<file path="config.mk">
export PLATFORM = sky130hd
export DESIGN_NAME = cachepool_axi_out_gate
export DESIGN_NICKNAME = d
export VERILOG_FILES = /design/src/rtl/cachepool_pkg.sv /design/src/rtl/cachepool_axi_out_gate_tracker.sv /design/src/rtl/cachepool_axi_out_gate.sv
export SDC_FILE = /design/constraint.sdc
export NUM_CORES = 1
export LEC_CHECK = 0
export ABC_AREA = 1
export BUFFER_PORTS_ARGS = -buffer_cell sky130_fd_sc_hd__buf_2
export CAP_MARGIN = 20
export CORE_AREA = 5 5 278 280
export DETAILED_ROUTE_END_ITERATION = 12
export DIE_AREA = 0 0 283 285
export PLACE_DENSITY = 0.3
export SLEW_MARGIN = 10
export SYNTH_ARGS = -nofsm -noshare
export SYNTH_HDL_FRONTEND = slang
export SYNTH_SLANG_ARGS = --single-unit
export TNS_END_PERCENT = 30
</file>
<file path="constraint.sdc">
create_clock -name clk_i -period 4.2 [get_ports clk_i]
set_input_delay 0.21 -clock clk_i [delete_from_list [all_inputs] [get_ports clk_i]]
set_output_delay 0.21 -clock clk_i [all_outputs]
set_load 0.01 [all_outputs]
</file>
<file path="src/rtl/cachepool_pkg.sv">
// Shared types for the CachePool outbound AXI gate.
//   quiesce_state_e          : global drain/quiesce FSM encoding.
//   spatz_axi_iwc_out_req_t  : AXI request bundle (AW, W, AR channels plus B/R ready).
//   spatz_axi_iwc_out_resp_t : AXI response bundle (AW/AR/W ready plus B, R channels).
package cachepool_pkg;

  typedef enum logic [1:0] {
    RUN      = 2'd0,
    DRAIN    = 2'd1,
    QUIESCED = 2'd2
  } quiesce_state_e;

  localparam int unsigned AxiIdW   = 4;
  localparam int unsigned AxiAddrW = 32;
  localparam int unsigned AxiDataW = 32;

  typedef struct packed {
    logic [AxiIdW-1:0]   id;
    logic [AxiAddrW-1:0] addr;
    logic [7:0]          len;
  } axi_ax_chan_t;

  typedef struct packed {
    logic [AxiDataW-1:0]   data;
    logic [AxiDataW/8-1:0] strb;
    logic                  last;
  } axi_w_chan_t;

  typedef struct packed {
    logic [AxiIdW-1:0] id;
    logic [1:0]        resp;
  } axi_b_chan_t;

  typedef struct packed {
    logic [AxiIdW-1:0]   id;
    logic [AxiDataW-1:0] data;
    logic [1:0]          resp;
    logic                last;
  } axi_r_chan_t;

  typedef struct packed {
    axi_ax_chan_t aw;
    logic         aw_valid;
    axi_w_chan_t  w;
    logic         w_valid;
    logic         b_ready;
    axi_ax_chan_t ar;
    logic         ar_valid;
    logic         r_ready;
  } spatz_axi_iwc_out_req_t;

  typedef struct packed {
    logic        aw_ready;
    logic        ar_ready;
    logic        w_ready;
    logic        b_valid;
    axi_b_chan_t b;
    logic        r_valid;
    axi_r_chan_t r;
  } spatz_axi_iwc_out_resp_t;

endpackage

</file>
<file path="src/rtl/cachepool_axi_out_gate_tracker.sv">
// One port of the outbound AXI gate: outstanding read/write counters, pending-W
// counter, AW/AR valid-hold flops and the resulting valid/ready gating.
//   clk_i, rst_ni  : clock, asynchronous active-low reset
//   run_i          : global FSM is in RUN (new AW/AR may be admitted)
//   slv_req_i/slv_resp_o : cluster side
//   mst_req_o/mst_resp_i : converter side
//   busy_o         : at least one read/write burst or W burst outstanding
//   idle_o         : busy_o low and no AW/AR currently held on the bus
module cachepool_axi_txn_tracker
  import cachepool_pkg::*;
#(
  parameter int unsigned MaxReadTxns  = 4,
  parameter int unsigned MaxWriteTxns = 4,
  parameter type         axi_req_t    = spatz_axi_iwc_out_req_t,
  parameter type         axi_resp_t   = spatz_axi_iwc_out_resp_t
) (
  input  logic      clk_i,
  input  logic      rst_ni,
  input  logic      run_i,
  input  axi_req_t  slv_req_i,
  output axi_resp_t slv_resp_o,
  output axi_req_t  mst_req_o,
  input  axi_resp_t mst_resp_i,
  output logic      busy_o,
  output logic      idle_o
);

  localparam int unsigned RdCntW = $clog2(MaxReadTxns + 1);
  localparam int unsigned WrCntW = $clog2(MaxWriteTxns + 1);
  localparam logic [RdCntW-1:0] RdMax = RdCntW'(MaxReadTxns);
  localparam logic [WrCntW-1:0] WrMax = WrCntW'(MaxWriteTxns);

  logic [RdCntW-1:0] rd_cnt_q, rd_cnt_d;
  logic [WrCntW-1:0] wr_cnt_q, wr_cnt_d;
  logic [WrCntW-1:0] w_pend_q, w_pend_d;
  logic              ar_hold_q, ar_hold_d;
  logic              aw_hold_q, aw_hold_d;

  logic ar_allow, aw_allow, w_allow;
  logic ar_vld, aw_vld, w_vld;
  logic ar_hs, aw_hs, w_last_hs, r_last_hs, b_hs;

  // A held request stays ungated so it is never withdrawn; rst_ni forces all
  // gated valids/readys low while reset is asserted.
  assign ar_allow = rst_ni & (ar_hold_q | (run_i & (rd_cnt_q < RdMax)));
  assign aw_allow = rst_ni & (aw_hold_q | (run_i & (wr_cnt_q < WrMax)));
  assign w_allow  = rst_ni & (w_pend_q != '0);

  assign ar_vld = slv_req_i.ar_valid & ar_allow;
  assign aw_vld = slv_req_i.aw_valid & aw_allow;
  assign w_vld  = slv_req_i.w_valid  & w_allow;

  assign ar_hs     = ar_vld & mst_resp_i.ar_ready;
  assign aw_hs     = aw_vld & mst_resp_i.aw_ready;
  assign w_last_hs = w_vld & mst_resp_i.w_ready & slv_req_i.w.last;
  assign r_last_hs = mst_resp_i.r_valid & slv_req_i.r_ready & mst_resp_i.r.last;
  assign b_hs      = mst_resp_i.b_valid & slv_req_i.b_ready;

  always_comb begin
    mst_req_o          = slv_req_i;
    mst_req_o.ar_valid = ar_vld;
    mst_req_o.aw_valid = aw_vld;
    mst_req_o.w_valid  = w_vld;
    slv_resp_o          = mst_resp_i;
    slv_resp_o.ar_ready = mst_resp_i.ar_ready & ar_allow;
    slv_resp_o.aw_ready = mst_resp_i.aw_ready & aw_allow;
    slv_resp_o.w_ready  = mst_resp_i.w_ready  & w_allow;
  end

  // Simultaneous increment and decrement cancel out.
  always_comb begin
    rd_cnt_d = rd_cnt_q;
    if (ar_hs && !r_last_hs)      rd_cnt_d = rd_cnt_q + RdCntW'(1);
    else if (!ar_hs && r_last_hs) rd_cnt_d = rd_cnt_q - RdCntW'(1);

    wr_cnt_d = wr_cnt_q;
    if (aw_hs && !b_hs)      wr_cnt_d = wr_cnt_q + WrCntW'(1);
    else if (!aw_hs && b_hs) wr_cnt_d = wr_cnt_q - WrCntW'(1);

    w_pend_d = w_pend_q;
    if (aw_hs && !w_last_hs)      w_pend_d = w_pend_q + WrCntW'(1);
    else if (!aw_hs && w_last_hs) w_pend_d = w_pend_q - WrCntW'(1);

    ar_hold_d = ar_hs ? 1'b0 : (ar_vld ? 1'b1 : ar_hold_q);
    aw_hold_d = aw_hs ? 1'b0 : (aw_vld ? 1'b1 : aw_hold_q);
  end

  always_ff @(posedge clk_i or negedge rst_ni) begin
    if (!rst_ni) begin
      rd_cnt_q  <= '0;
      wr_cnt_q  <= '0;
      w_pend_q  <= '0;
      ar_hold_q <= 1'b0;
      aw_hold_q <= 1'b0;
    end else begin
      rd_cnt_q  <= rd_cnt_d;
      wr_cnt_q  <= wr_cnt_d;
      w_pend_q  <= w_pend_d;
      ar_hold_q <= ar_hold_d;
      aw_hold_q <= aw_hold_d;
    end
  end

  assign busy_o = (rd_cnt_q != '0) | (wr_cnt_q != '0) | (w_pend_q != '0);
  assign idle_o = ~busy_o & ~ar_hold_q & ~aw_hold_q;

endmodule

</file>
<file path="src/rtl/cachepool_axi_out_gate.sv">
// Outbound AXI transaction gate for NumPorts cluster master ports. Each port
// limits outstanding AR/AW bursts and orders W behind AW; a global quiesce
// handshake blocks new AW/AR and acknowledges once every port is drained.
//   clk_i, rst_ni  : clock, asynchronous active-low reset
//   slv_req_i/slv_resp_o [NumPorts] : cluster side
//   mst_req_o/mst_resp_i [NumPorts] : converter side
//   quiesce_req_i  : level request to drain and block
//   quiesce_ack_o  : high while fully quiesced
//   busy_o         : per-port outstanding-burst indication
module cachepool_axi_out_gate
  import cachepool_pkg::*;
#(
  parameter int unsigned NumPorts     = 2,
  parameter int unsigned MaxReadTxns  = 4,
  parameter int unsigned MaxWriteTxns = 4,
  parameter type         axi_req_t    = spatz_axi_iwc_out_req_t,
  parameter type         axi_resp_t   = spatz_axi_iwc_out_resp_t
) (
  input  logic                clk_i,
  input  logic                rst_ni,
  input  axi_req_t            slv_req_i  [NumPorts],
  output axi_resp_t           slv_resp_o [NumPorts],
  output axi_req_t            mst_req_o  [NumPorts],
  input  axi_resp_t           mst_resp_i [NumPorts],
  input  logic                quiesce_req_i,
  output logic                quiesce_ack_o,
  output logic [NumPorts-1:0] busy_o
);

  quiesce_state_e      state_q, state_d;
  logic                ack_q, ack_d;
  logic [NumPorts-1:0] port_idle;
  logic                all_idle;
  logic                run;

  assign run      = (state_q == RUN);
  assign all_idle = &port_idle;

  for (genvar p = 0; p < NumPorts; p++) begin : g_port
    cachepool_axi_txn_tracker #(
      .MaxReadTxns (MaxReadTxns),
      .MaxWriteTxns(MaxWriteTxns),
      .axi_req_t   (axi_req_t),
      .axi_resp_t  (axi_resp_t)
    ) u_trk (
      .clk_i     (clk_i),
      .rst_ni    (rst_ni),
      .run_i     (run),
      .slv_req_i (slv_req_i[p]),
      .slv_resp_o(slv_resp_o[p]),
      .mst_req_o (mst_req_o[p]),
      .mst_resp_i(mst_resp_i[p]),
      .busy_o    (busy_o[p]),
      .idle_o    (port_idle[p])
    );
  end

  // Dropping the request always returns to RUN, even mid-drain.
  always_comb begin
    state_d = state_q;
    unique case (state_q)
      RUN:      if (quiesce_req_i) state_d = DRAIN;
      DRAIN: begin
        if (!quiesce_req_i) state_d = RUN;
        else if (all_idle)  state_d = QUIESCED;
      end
      QUIESCED: if (!quiesce_req_i) state_d = RUN;
      default:  state_d = RUN;
    endcase
    ack_d = (state_d == QUIESCED);
  end

  always_ff @(posedge clk_i or negedge rst_ni) begin
    if (!rst_ni) begin
      state_q <= RUN;
      ack_q   <= 1'b0;
    end else begin
      state_q <= state_d;
      ack_q   <= ack_d;
    end
  end

  assign quiesce_ack_o = ack_q;

endmodule

</file>
-- Word level (Yosys, flattened, before mapping)
Index checks and enable logic that the tools add are counted.
- eq/ne operators: 3
- bitwise gates (word level): 54
- multiplexer cells: 25
- magnitude comparators: 4
- add/subtract/negate cells: 12
- reduce and logical (&&, ||, !) cells: 40
- operator list (operator ; number):
    $and 1x1->1 ; 40
    $mux 3 ; 12
    $reduce_bool 2->1 ; 10
    $add 3x1->3 const B ; 6
    $reduce_bool 3->1 ; 6
    $sub 3x1->3 const B ; 6
    $logic_and 1x1->1 ; 12
    $lt 3x3->1 const B ; 4
    $logic_not 1->1 ; 10
    $mux 1 ; 8
    $mux 2 ; 4
    $or 1x1->1 ; 8
    $not 1->1 ; 6
    $pmux 2 s3 ; 1
    $eq 2x2->1 const B ; 2
    $eq 2x1->1 const B ; 1
    $logic_not 2->1 ; 1
    $reduce_and 2->1 ; 1
- output and inout port bits: 363
- bits of input ports: 363
- bits in registers: 25
- logic and storage cells: 150

-- Depth between registers and ports, before layout
Gate-level depths: netlist of the first run.
- depth in word-level cells: 11
- mapped depth: 11
- gate-level depth less buffers: 11

-- Cells and area by module
Synthesis of the first run repeated with hierarchy kept, for this count alone.
- cell total of the unflattened synthesis: 572
- area total of the unflattened synthesis: 4299.1 um^2
- modules (own cells, without submodules) (module ; area an instance (um^2) ; times used ; sequential area each (um^2) ; cells each):
    cachepool_axi_txn_tracker (g_port[0].u_trk) ; 2092.0 ; 1 ; 275.3 ; 280
    cachepool_axi_txn_tracker (g_port[1].u_trk) ; 2087.0 ; 1 ; 275.3 ; 280
    cachepool_axi_out_gate ; 120.1 ; 1 ; 75.1 ; 12

-- Worst setup path before layout of the first run
OpenSTA, ideal clock, no wires.
- path type: reg-to-reg
- from: register state_q[1]
- to: register g_port[0].u_trk.w_pend_q[2]
- required time: 4069 ps
- buffers on the path: 0
- cell stages (with the launch flop): 12
- library setup time: 131 ps
- clock period less this slack: 1973 ps
- arrival time: 1842 ps
- slack: 2227 ps
- path through: dfrtp_1 inv_2 nand2_4 o21ai_2 nand2_2 nor3_4 ha_1 inv_1 fa_1 a21oi_1 o21ai_0 xor2_1
- cells in the longest elaborated chain, start to end: 9
- elaborated cells between the ends (all ways): 11
- classes of those cells: mux (1); bitwise (5); reduce/logical (5)
- RTL lines (what ; line ; source):
    from (decl) ; cachepool_axi_out_gate.sv:30 ; quiesce_state_e state_q, state_d;
    from (signal assigned) ; cachepool_axi_out_gate.sv:78 ; state_q <= state_d;
    $logic_not 2->1 * ; cachepool_axi_out_gate.sv:36 ; assign run = (state_q == RUN);
    $and 1x1->1 * ; cachepool_axi_out_gate_tracker.sv:46 ; assign aw_allow = rst_ni & (aw_hold_q | (run_i & (wr_cnt_q < WrMax)));
    $or 1x1->1 * ; cachepool_axi_out_gate_tracker.sv:46 ;
    $and 1x1->1 * ; cachepool_axi_out_gate_tracker.sv:46 ;
    $and 1x1->1 * ; cachepool_axi_out_gate_tracker.sv:50 ; assign aw_vld = slv_req_i.aw_valid & aw_allow;
    $and 1x1->1 * ; cachepool_axi_out_gate_tracker.sv:54 ; assign aw_hs = aw_vld & mst_resp_i.aw_ready;
    $logic_not 1->1 ; cachepool_axi_out_gate_tracker.sv:82 ; else if (!aw_hs && w_last_hs) w_pend_d = w_pend_q - WrCntW'(1);
    $logic_and 1x1->1 ; cachepool_axi_out_gate_tracker.sv:82 ;
    $reduce_bool 2->1 (no line) ; - ;
    to (signal assigned) ; cachepool_axi_out_gate_tracker.sv:98 ; w_pend_q <= w_pend_d;
    to (decl) ; cachepool_axi_out_gate_tracker.sv:35 ; logic [WrCntW-1:0] w_pend_q, w_pend_d;
Every way passes the cells marked *; elsewhere a longest branch is shown, timed or not.
A chain may end at the register's enable or synchronous reset.

-- Final worst setup path of the first run
- from: input rst_ni
- to: register g_port[1].u_trk.w_pend_q[1]
- cells in the longest elaborated chain, start to end: 7
- elaborated cells between the ends (all ways): 13
- classes of those cells: mux (1); bitwise (7); reduce/logical (5)
- RTL lines (what ; line ; source):
    from (decl) ; cachepool_axi_out_gate.sv:20 ; input logic rst_ni,
    $and 1x1->1 ; cachepool_axi_out_gate_tracker.sv:47 ; assign w_allow = rst_ni & (w_pend_q != '0);
    $and 1x1->1 ; cachepool_axi_out_gate_tracker.sv:51 ; assign w_vld = slv_req_i.w_valid & w_allow;
    $and 1x1->1 (2 in a row) ; cachepool_axi_out_gate_tracker.sv:55 ; assign w_last_hs = w_vld & mst_resp_i.w_ready & slv_req_i.w.last;
    $logic_not 1->1 ; cachepool_axi_out_gate_tracker.sv:81 ; if (aw_hs && !w_last_hs) w_pend_d = w_pend_q + WrCntW'(1);
    $logic_and 1x1->1 * ; cachepool_axi_out_gate_tracker.sv:81 ;
    $mux 3 * ; cachepool_axi_out_gate_tracker.sv:81 ;
    net g_port[1].u_trk.w_pend_d[1] ; cachepool_axi_out_gate_tracker.sv:35 ;
    to (signal assigned) ; cachepool_axi_out_gate_tracker.sv:98 ;
    to (decl) ; cachepool_axi_out_gate_tracker.sv:35 ;
Mark *: on every way through the listed nets, which the timed path passes. The rest lies on a longest branch.

==> results.py, run 1 <==
metrics = {
    "synthesis": {
        "yosys_warnings": 0,
        "synth_top_area_share_pct": 63.20,
        "synth_area_mm2": 0.004229,
        "ys_ff_latch": 25,
        "syn_avg_cell_area_um2": 8.196,
        "synth_area_leaders": "buf_4 63%, dfrtp_1 15%, fa_1 2.8%",
        "ys_types": 20,
        "synth_nets": 891,
        "syn_inst": 516,
        "yosysTopAreaCell": "buf_4",
        "synth-seq-area-share_pct": 14.79,
    },
    "setup_path": {
        "worstPathCellList": "dlygate4sd3_1, buf_2, nand2_1, nor2_1, nand3_1, ha_1, inv_1, fa_1, mux2_2",
        "reg2reg_depth": 9,
        "r2r_start": "g_port[1].u_trk.w_pend_q[0]$_DFFE_PN0P_",
        "cp.required_ns": 4.35,
        "reg2reg_slack_ns": 1.91,
        "worstSetupPathType": "input port to flip-flop",
        "arrival_ns": 2.97,
        "crit_buf_inv": 3,
        "crit_path_top_delay_cell": "dlygate4sd3_1",
        "cp_top_family": "buffers and inverters",
        "start_kind": "input port",
        "crit_path_max_fanout": 22,
        "worstSetupEndpointType": "flip-flop",
        "slowest_delay_ns": 0.52,
        "reg2reg_to": "g_port[1].u_trk.w_pend_q[1]$_DFFE_PN0P_",
    },
    "flow_run": {
        "maxCapViolCount": 0,
    },
    "timing": {
        "clock_skew_ns": 0.004161,
        "setup_viol": 0,
        "tns_ns": 0,
        "worst_pin_slew_ns": 0.5732,
        "fmax_mhz": 355.2,
        "slew_headroom_pct": 61.79,
        "rsz0062_at_grt": "no",
        "hold_viol_final": 0,
        "finalCriticalPeriod_ns": 2.815,
        "post-route-period-util_pct": 67.03,
        "finalMaxSlewViolations": 0,
    },
    "cells_and_area": {
        "final_common_cell": "buf_2",
        "final_util_pct": 4.224,
        "fill_cells": 8787,
        "layout-drive-gt1-share_pct": 42.01,
        "final-seq-area_um2": 625.6,
        "area_delta_synth_final_pct": -25.89,
        "finalNetCount": 595,
        "layout_common_cells": "53 x buf_2, 27 x inv_1, 25 x dfrtp_1",
        "multi_input_area_um2": 822.0,
    },
    "route": {
        "drc": 0,
        "routed_wl_um": 14940,
        "vias_per_cell": 1.511,
        "drt_iter0_markers": 81,
        "post_drt_wl_per_cell_um": 12.56,
        "dr.pass1.iters": 4,
        "postRouteAntennaNets": 0,
        "num_vias": 1796,
    },
    "clock_tree": {
        "cts_root_buffer": "clkbuf_16",
        "cts_buffers": 3,
        "htree_levels": 1,
        "cts.sinks": 25,
        "cts_setup_buffers": 0,
        "cts_buffer_depth": 2,
        "cts.clk_slew.worst_paths_ns": 0.07,
        "clk_latency_ns": 0.26,
        "cts_tree": "done",
    },
    "floorplan": {
        "core-area_mm2": 0.07420,
        "die_y_um": 285,
        "dieArea_mm2": 0.08066,
        "die_w_um": 283,
        "start_util_pct": 5.700,
        "io_pins": 726,
        "num_rows": 100,
    },
    "run_status": {
        "status": "complete, no violations",
    },
    "global_routing": {
        "grt_max_degree": 23,
        "grt_overflow": 0,
        "track_usage_pct": 3.443,
        "grt_pass1_vias": 2082,
        "antenna_found_initial": 5,
        "grt_pass1_wl_um": 19110,
    },
    "worst_hold_path": {
        "hold_path_depth": 3,
        "hold_class": "input port to flip-flop",
        "hold_path_startpoint": "quiesce_req_i",
        "holdPathEnd": "state_q[0]$_DFF_PN0_",
    },
    "pwr": {
        "peakVddDrop_mv": 0.1207,
        "powerDensity_mw_per_mm2": 346.9,
        "p_leak_nw": 0.9662,
        "finalPower_w": 0.001087,
    },
    "placement": {
        "routabilityCongestion": 0.5919,
        "io_buffer_count": 53,
        "hpwl_um": 12950,
    },
}
## Yosys cell counts
| library cell | count |
|---|---|
| o21ai_2 | 4 |
| nand2_1 | 8 |
| nor2_1 | 19 |
| nand3_1 | 8 |
| o21ai_0 | 7 |
| mux2_2 | 6 |
| xor2_1 | 2 |
| buf_4 | 356 |
| nor3_4 | 4 |
| nor2_2 | 9 |
| nand2_4 | 1 |
| a21oi_1 | 8 |
| fa_1 | 6 |
| dfrtp_1 | 25 |
| inv_2 | 2 |
| nor2_4 | 4 |
| nand2_2 | 4 |
| inv_1 | 27 |
| xnor2_1 | 10 |
| ha_1 | 6 |
## logic make-up after synthesis
logic type | share of synthesized area [%]
xor gates and xnor gates | 2.485
muxes | 1.598
and+or+nand+nor | 8.136
AOI/OAI and AO/OA | 2.603
adders and majority gates | 4.615
DFF | 14.79
buffers and inverters | 65.77
## worst register-to-register path, stage by stage (launching register included)
cell and delay, ns:
dfrtp_1 0.41, nor2_1 0.07, nand2_1 0.09, nand2_1 0.17
nor2_1 0.20, nand3_1 0.22, ha_1 0.25, inv_1 0.09
fa_1 0.41, mux2_2 0.26
## layout make-up
| class | instances | share of cell area (%) |
|---|---|---|
| tap | 969 | 38.68 |
| antenna | 1 | 0.07984 |
| inverter | 29 | 3.473 |
| clock buffer | 3 | 2.395 |
| sequential | 25 | 19.96 |
| multi-input combinational | 106 | 26.23 |
| clock inverter | 1 | 0.1597 |
| timing repair buffer | 55 | 9.022 |
## per-layer routing
metal  vias to the layer above  share of wire (%)  global-route usage (%)
met5                         -                  0                       0
met4                         0                 11                   3.136
met3                       126                 24                   4.010
met2                       342                 37                   4.369
met1                       707                 27                   2.765
li1                        621                  -                       -
## state kept, by name, summed over array words and instances (netlist names)
signal	cells
quiesce_ack_o	1
g_port.u_trk.rd_cnt_q	6
state_q	2
g_port.u_trk.aw_hold_q	2
g_port.u_trk.wr_cnt_q	6
g_port.u_trk.w_pend_q	6
g_port.u_trk.ar_hold_q	2
## worst max-delay path by stage
| stage | start | to | slack, ns | depth (start not counted) |
|---|---|---|---|---|
| detailed placement | rst_ni | g_port[1].u_trk.w_pend_q[1]$_DFFE_PN0P_ | 1.41 | 8 |
| CTS | rst_ni | g_port[1].u_trk.w_pend_q[1]$_DFFE_PN0P_ | 1.16 | 9 |
| global route | rst_ni | g_port[1].u_trk.w_pend_q[1]$_DFFE_PN0P_ | 1.04 | 9 |
| floorplan | state_q[1]$_DFF_PN0_ | g_port[0].u_trk.w_pend_q[2]$_DFFE_PN0P_ | 2.23 | 11 |
| global placement | rst_ni | g_port[1].u_trk.w_pend_q[1]$_DFFE_PN0P_ | 1.41 | 8 |
| finish | rst_ni | g_port[1].u_trk.w_pend_q[1]$_DFFE_PN0P_ | 1.38 | 9 |
## through the flow
stage | worst slack, ns | cells | instance area [µm²] | hold slack (ns)
4_1_cts | 1.162 | 1188 | 3132 | 0.1593
3_3_place_gp | 1.406 | 1183 | 3042 | 0.2436
2_1_floorplan | 2.227 | 516 | 4229 | -0.08559
5_1_grt | 1.042 | 1188 | 3132 | 0.1703
3_5_place_dp | 1.412 | 1183 | 3042 | 0.2386
6_report | 1.385 | 1189 | 3134 | 0.1655
## power breakdown
part	internal (W)	total, W	switching, W
sequential	0.000348	0.000456	0.000108
combinational	0.000192	0.000412	0.000221
clock	0.000129	0.000219	0.0000904
total	0.000668	0.00109	0.000419
## repair_timing
action,CTS,global route
hold buffers,1,0
endpoints found under the hold margin,15,0
resized for setup,0,0
Power figures use the tool's default switching activity.
==> run 2, diff against run 1 <==
--- a/config.mk
+++ b/config.mk
@@ -5,12 +5,12 @@
 export SDC_FILE = /design/constraint.sdc
 export NUM_CORES = 1
 export LEC_CHECK = 0
-export ABC_AREA = 1
+export ABC_AREA = 0
 export BUFFER_PORTS_ARGS = -buffer_cell sky130_fd_sc_hd__buf_2
 export CAP_MARGIN = 20
-export CORE_AREA = 5 5 278 280
+export CORE_AREA = 5 5 276 278
 export DETAILED_ROUTE_END_ITERATION = 12
-export DIE_AREA = 0 0 283 285
+export DIE_AREA = 0 0 281 283
 export PLACE_DENSITY = 0.3
 export SLEW_MARGIN = 10
 export SYNTH_ARGS = -nofsm -noshare
==> constraint.sdc (replaced) <==
create_clock -name clk_i -period 2.9 [get_ports clk_i]
set_input_delay 0.145 -clock clk_i [delete_from_list [all_inputs] [get_ports clk_i]]
set_output_delay 0.145 -clock clk_i [all_outputs]
set_load 0.01 [all_outputs]
==> run 2 against run 1 <==
Against the previous run:
- wire length down 6.6%
- die area down 1.4%
- critical endpoint is now g_port[1].u_trk.w_pend_q[2]$_DFFE_PN0P_
- worst setup slack worse by 0.94 ns
- first-iteration DRC count down 69%
- hold slack worse by 0.059 ns
==> results.py, run 2 <==
metrics = {
    "timing": {
        "fmax_mhz": 407.6,
        "post-route-period-util_pct": 84.60,
        "holdWs_ns": 0.1070,
        "tns_ns": 0,
        "finalMaxSlewViolations": 0,
        "hold_viol_final": 0,
        "finalCriticalPeriod_ns": 2.453,
        "slew_headroom_pct": 67.52,
        "setup_viol": 0,
        "clock_skew_ns": 0.007615,
        "worst_pin_slew_ns": 0.4854,
        "rsz0062_at_grt": "no",
    },
    "global_routing": {
        "grt_pass1_vias": 2055,
        "grt_pass1_wl_um": 17410,
        "antenna_found_initial": 0,
        "track_usage_pct": 3.175,
        "grt_overflow": 0,
        "grt_max_degree": 15,
    },
    "pwr": {
        "finalPower_w": 0.001519,
        "p_leak_nw": 0.9245,
        "powerDensity_mw_per_mm2": 499.5,
        "peakVddDrop_mv": 0.2577,
    },
    "cells_and_area": {
        "reg_top3": "g_port.u_trk.rd_cnt_q: 6 flops, g_port.u_trk.w_pend_q: 6 flops, g_port.u_trk.wr_cnt_q: 6 flops",
        "finalNetCount": 575,
        "layout_common_cells": "53 x buf_2, 25 x dfrtp_1, 21 x nor2_1",
        "fill_cells": 8715,
        "area_delta_synth_final_pct": -26.34,
        "final_common_cell": "buf_2",
        "layout-drive-gt1-share_pct": 34.17,
    },
    "clock_tree": {
        "cts_buffers": 3,
        "cts_root_buffer": "clkbuf_16",
        "clk_latency_ns": 0.26,
        "cts.sinks": 25,
        "cts.clk_slew.worst_paths_ns": 0.07,
        "cts_buffer_depth": 2,
        "cts_tree": "done",
        "htree_levels": 1,
        "cts_setup_buffers": 0,
    },
    "route": {
        "postRouteAntennaNets": 0,
        "vias_per_cell": 1.525,
        "post_drt_wl_per_cell_um": 11.93,
        "drt_iter0_markers": 25,
        "routed_wl_um": 13950,
        "num_vias": 1783,
        "drc": 0,
        "dr.pass1.iters": 4,
    },
    "synthesis": {
        "syn_avg_cell_area_um2": 8.322,
        "synth.most_common_cell": "buf_4",
        "synth-async-reset-ratio_pct": 100.0,
        "ys_types": 27,
        "synth-edff-count": 0,
        "synth_area_mm2": 0.004128,
        "synth_common_cells": "356 x buf_4, 25 x dfrtp_1, 21 x nor2_1, 12 x xor2_1, 11 x nand2_1",
        "synth_area_leaders": "buf_4 65%, dfrtp_1 15%, fa_1 2.9%",
        "ys_ff_latch": 25,
        "synth-seq-area-share_pct": 15.16,
        "synth_top_area_share_pct": 64.75,
        "synth_nets": 871,
        "yosysTopAreaCell": "buf_4",
        "yosys_warnings": 0,
        "syn_inst": 496,
        "synth_top_flop_cell": "dfrtp_1",
    },
    "setup_path": {
        "arrival_ns": 2.63,
        "crit_path_max_fanout": 4,
        "worstSetupPathType": "flip-flop to flip-flop",
        "worstSetupEndpointType": "flip-flop",
        "cp.required_ns": 3.08,
        "start_kind": "flip-flop",
        "reg2reg_depth": 9,
    },
    "floorplan": {
        "dieArea_mm2": 0.07952,
        "die_w_um": 281,
        "io_pins": 726,
        "num_rows": 100,
        "die_y_um": 283,
        "start_util_pct": 5.601,
        "core-area_mm2": 0.07370,
    },
    "worst_hold_path": {
        "hold_path_depth": 2,
        "hold_class": "input port to flip-flop",
    },
    "placement": {
        "routabilityCongestion": 0.6459,
        "io_buffer_count": 53,
        "hpwl_um": 12210,
    },
    "run_status": {
        "status": "complete, no violations",
    },
    "flow_run": {
        "maxCapViolCount": 0,
    },
}
## run 2: cell types whose count changed after synthesis, sizes merged, moves of 6 or more
cell | previous run | this run
o21ai | 11 | 1
xor2 | 2 | 12
nor2 | 32 | 21
a21oi | 8 | 0
a31oi | 0 | 6
inv | 29 | 8
## run 2: logic make-up after synthesis
| family | synth area share [%] |
|---|---|
| simple gates | 7.123 |
| mux | 1.637 |
| compound gates | 1.879 |
| buf+inv | 65.66 |
| fa+ha+maj | 4.729 |
| flops | 15.16 |
| xor+xnor | 3.819 |
## run 2: worst paths after layout
path	start	to	slack [ns]
min	slv_req_i[131]	g_port[0].u_trk.ar_hold_q$_DFFE_PN0P_	0.11
max	g_port[1].u_trk.w_pend_q[0]$_DFFE_PN0P_	g_port[1].u_trk.w_pend_q[2]$_DFFE_PN0P_	0.45
max reg2reg	g_port[1].u_trk.w_pend_q[0]$_DFFE_PN0P_	g_port[1].u_trk.w_pend_q[2]$_DFFE_PN0P_	0.45
min reg2reg	g_port[1].u_trk.w_pend_q[2]$_DFFE_PN0P_	g_port[1].u_trk.w_pend_q[2]$_DFFE_PN0P_	0.46
min in group asynchronous	rst_ni	g_port[1].u_trk.ar_hold_q$_DFFE_PN0P_	0.30
max in group asynchronous	rst_ni	g_port[1].u_trk.wr_cnt_q[1]$_DFFE_PN0P_	2.13
## run 2: cell type report
cell class	count	area, µm²	share of cell area [%]
timing repair buffer	57	297.8	9.794
multi-input combinational	105	792.0	26.05
clock inverter	1	5.005	0.1646
clock buffer	3	75.07	2.469
sequential	25	625.6	20.58
inverter	8	30.03	0.9877
antenna	1	2.502	0.08230
tap	969	1212	39.88
## run 2: worst max-delay path: stages (launching register included)
cell     delay, ns
dfrtp_1       0.42
or3_1         0.51
and3_1        0.25
nand3_1       0.14
ha_1          0.20
inv_1         0.06
fa_1          0.37
xor2_1        0.15
nor2_1        0.11
xor2_1        0.16
## run 2: report_power, final
part / total, W / internal [W] / switching [W]
clock network: 0.000314 / 0.000186 / 0.000128
logic: 0.000546 / 0.000271 / 0.000275
registers: 0.000659 / 0.000499 / 0.000160
## run 2: timing repair
| item | 4_1_cts | 5_1_grt |
|---|---|---|
| hold buffers | 1 | 0 |
| hold endpoints to repair | 2 | 0 |
| gates resized for setup | 0 | 0 |
## run 2: per-layer routing
metal | global-route usage, % | wire length [µm] | up-vias
li1 | - | - | 598
met1 | 2.692 | 4106 | 717
met2 | 4.419 | 5604 | 320
met3 | 2.676 | 2678 | 148
met4 | 3.232 | 1559 | 0
met5 | 0 | 0 | -
## run 2: stage by stage
stage / worst slack [ns] / cell area (µm²) / cells / utilization (%)
floorplan: 0.7148 / 4128 / 496 / -
global placement: 0.3557 / 2948 / 1163 / 4.000
detailed placement: 0.3491 / 2948 / 1163 / 4.000
CTS: 0.3125 / 3038 / 1168 / 4.122
global route: 0.2444 / 3038 / 1168 / 4.122
finish: 0.4467 / 3040 / 1169 / 4.126
==> run 3, diff against run 2 <==
==> constraint.sdc (replaced) <==
create_clock -name clk_i -period 2 [get_ports clk_i]
set_input_delay 0.1 -clock clk_i [delete_from_list [all_inputs] [get_ports clk_i]]
set_output_delay 0.1 -clock clk_i [all_outputs]
set_load 0.01 [all_outputs]
==> run 3 against run 2 <==
Against the previous run:
- the flow now finishes with violations (negative hold slack, negative setup slack)
- die area is the same
- power grew 78%
- clock skew is essentially flat
- via count grew 11%
- sequential share of layout area shrank 2.7 points
- core utilization grew 0.63 points
- cell count grew 3.3%
- clock power grew 58%
- cell area grew 15%
==> results.py, run 3 (synthesis results as in run 2) <==
metrics = {
    "run_status": {
        "status": "complete, but fails checks",
        "violations": "negative hold slack, negative setup slack",
    },
    "floorplan": {
        "core-area_mm2": 0.07370,
        "io_pins": 726,
        "num_rows": 100,
        "die_y_um": 283,
        "start_util_pct": 5.601,
        "die_w_um": 281,
        "dieArea_mm2": 0.07952,
    },
    "timing": {
        "holdWs_ns": -0.01289,
        "hold_viol_final": 1,
        "post-route-period-util_pct": 105.2,
        "setup_viol": 11,
        "tns_ns": -0.7580,
        "worst_pin_slew_ns": 0.3370,
        "finalMaxSlewViolations": 0,
        "fmax_mhz": 475.3,
        "finalCriticalPeriod_ns": 2.104,
        "fin_ws_ns": -0.1040,
        "slew_headroom_pct": 77.45,
        "rsz0062_at_grt": "yes",
        "clock_skew_ns": 0.007708,
    },
    "route": {
        "routed_wl_um": 16000,
        "post_drt_wl_per_cell_um": 13.25,
        "vias_per_cell": 1.635,
        "postRouteAntennaNets": 0,
        "dr.pass1.iters": 4,
        "num_vias": 1974,
        "drc": 0,
        "drt_iter0_markers": 42,
    },
    "cells_and_area": {
        "layout-drive-gt1-share_pct": 60.08,
        "reg_top3": "g_port.u_trk.rd_cnt_q: 6 flops, g_port.u_trk.w_pend_q: 6 flops, g_port.u_trk.wr_cnt_q: 6 flops",
        "final_util_pct": 4.757,
        "final_common_cell": "buf_2",
        "area_delta_synth_final_pct": -15.07,
        "layout_common_cells": "52 x buf_2, 41 x buf_4, 23 x dfrtp_1",
        "num_antenna_cells": 0,
        "finalNetCount": 614,
        "final_area_mm2": 0.003506,
    },
    "pwr": {
        "swShare_pct": 36.81,
        "switching_power_w": 0.0009964,
        "finalPower_w": 0.002707,
        "powerDensity_mw_per_mm2": 772.0,
        "p_int_w": 0.001710,
        "power.clock.fraction_pct": 18.3,
        "power_frac_comb_pct": 47.5,
        "pwr-share-seq_pct": 34.2,
        "peakVddDrop_mv": 0.4403,
        "p_leak_nw": 1.160,
    },
    "setup_path": {
        "worstPathCellList": "buf_4, or4_4, or4_4, buf_6",
        "slowest_delay_ns": 0.51,
        "worstSetupEndpointType": "primary output",
        "reg2reg_depth": 9,
        "start_kind": "flip-flop",
        "arrival_ns": 2.00,
        "crit_path_top_delay_cell": "or4_4",
        "cp_top_family": "simple AND/OR/NAND/NOR gates",
        "critPathMostFrequentCell": "or4_4",
        "worstSetupPathType": "flip-flop to primary output",
        "reg2reg_slack_ns": -0.10,
        "cp.required_ns": 1.90,
        "worstSetupPathDepth": 4,
        "crit_buf_inv": 2,
        "crit_path_max_fanout": 2,
    },
    "placement": {
        "io_buffer_count": 53,
        "hpwl_um": 14070,
        "routabilityCongestion": 0.6771,
        "placed_area_mm2": 0.003276,
    },
    "global_routing": {
        "track_usage_pct": 3.722,
        "antenna_found_initial": 3,
        "grt_max_degree": 17,
        "grt_overflow": 0,
        "grt_pass1_vias": 2265,
        "grt_pass1_wl_um": 20100,
    },
    "clock_tree": {
        "cts_buffer_depth": 2,
        "cts.clk_slew.worst_paths_ns": 0.08,
        "htree_levels": 1,
        "cts.sinks": 25,
        "cts_tree": "done",
        "clk_latency_ns": 0.27,
        "cts_root_buffer": "clkbuf_16",
        "cts_buffers": 3,
    },
    "flow_run": {
        "maxCapViolCount": 0,
    },
    "worst_hold_path": {
        "hold_class": "input port to async pin",
    },
}
-- run 3: repair_timing --
item / CTS / global route
hold endpoints to repair: 6 / 0
endpoints found under the setup margin: 14 / 16
gates cloned: 0 / 0
pin swaps: 22 / 1
buffers inserted: 2 / 1
hold buffers: 2 / 0
resized for setup: 23 / 6
-- run 3: area by class of cell --
cell class	instances	area, µm²
clock buffers	3	75.07
inverters	8	30.03
fillers	8705	70190
flip-flops and latches	25	628.1
repair buffers	96	599.3
multi-input cells	105	952.2
well taps	969	1212
clock inverters	1	8.758
-- run 3: path summary, 6_finish.rpt --
| check | start | end |
|---|---|---|
| min | rst_ni | g_port[0].u_trk.ar_hold_q$_DFFE_PN0P_ |
| max | g_port[1].u_trk.rd_cnt_q[2]$_DFFE_PN0P_ | busy_o[1] |
| max in group asynchronous | rst_ni | g_port[1].u_trk.aw_hold_q$_DFFE_PN0P_ |
| max reg2reg | state_q[0]$_DFF_PN0_ | g_port[1].u_trk.wr_cnt_q[2]$_DFFE_PN0P_ |
| min reg2reg | g_port[0].u_trk.w_pend_q[2]$_DFFE_PN0P_ | g_port[0].u_trk.w_pend_q[2]$_DFFE_PN0P_ |
| min in group clk_i | mst_resp_i[98] | g_port[0].u_trk.ar_hold_q$_DFFE_PN0P_ |
-- run 3: metal layers --
metal | track usage, % | part of all wire, % | wire length (µm)
met3 | 2.832 | 18 | 2957
met1 | 3.290 | 29 | 4705
met5 | 0 | 0 | 0
met2 | 5.335 | 41 | 6581
met4 | 3.599 | 11 | 1753
-- run 3: stage by stage --
stage,instances,worst slack [ns]
global route,1207,-0.3012
finish,1207,-0.1040
floorplan,496,-0.03666
CTS,1206,-0.1619
detailed placement,1199,-0.2945
global placement,1199,-0.2812
-- run 3: power groups by stage --
stage	logic [W]	clock network [W]	registers (W)
after floorplan	0.00132	0	0.000912
after global placement	0.00124	0	0.000911
after detailed placement	0.00124	0	0.000909
after CTS	0.00132	0.000522	0.000930
after global routing	0.00146	0.000540	0.000960
final	0.00129	0.000496	0.000925
-- run 3: worst register-to-register path: cells and delay by family (launching register included) --
| kind | cells | cell delay, ns |
|---|---|---|
| xor gates and xnor gates | 2 | 0.31 |
| adders and majority gates | 2 | 0.57 |
| buffers and inverters | 1 | 0.05 |
| DFF | 1 | 0.48 |
| and+or+nand+nor | 4 | 0.63 |
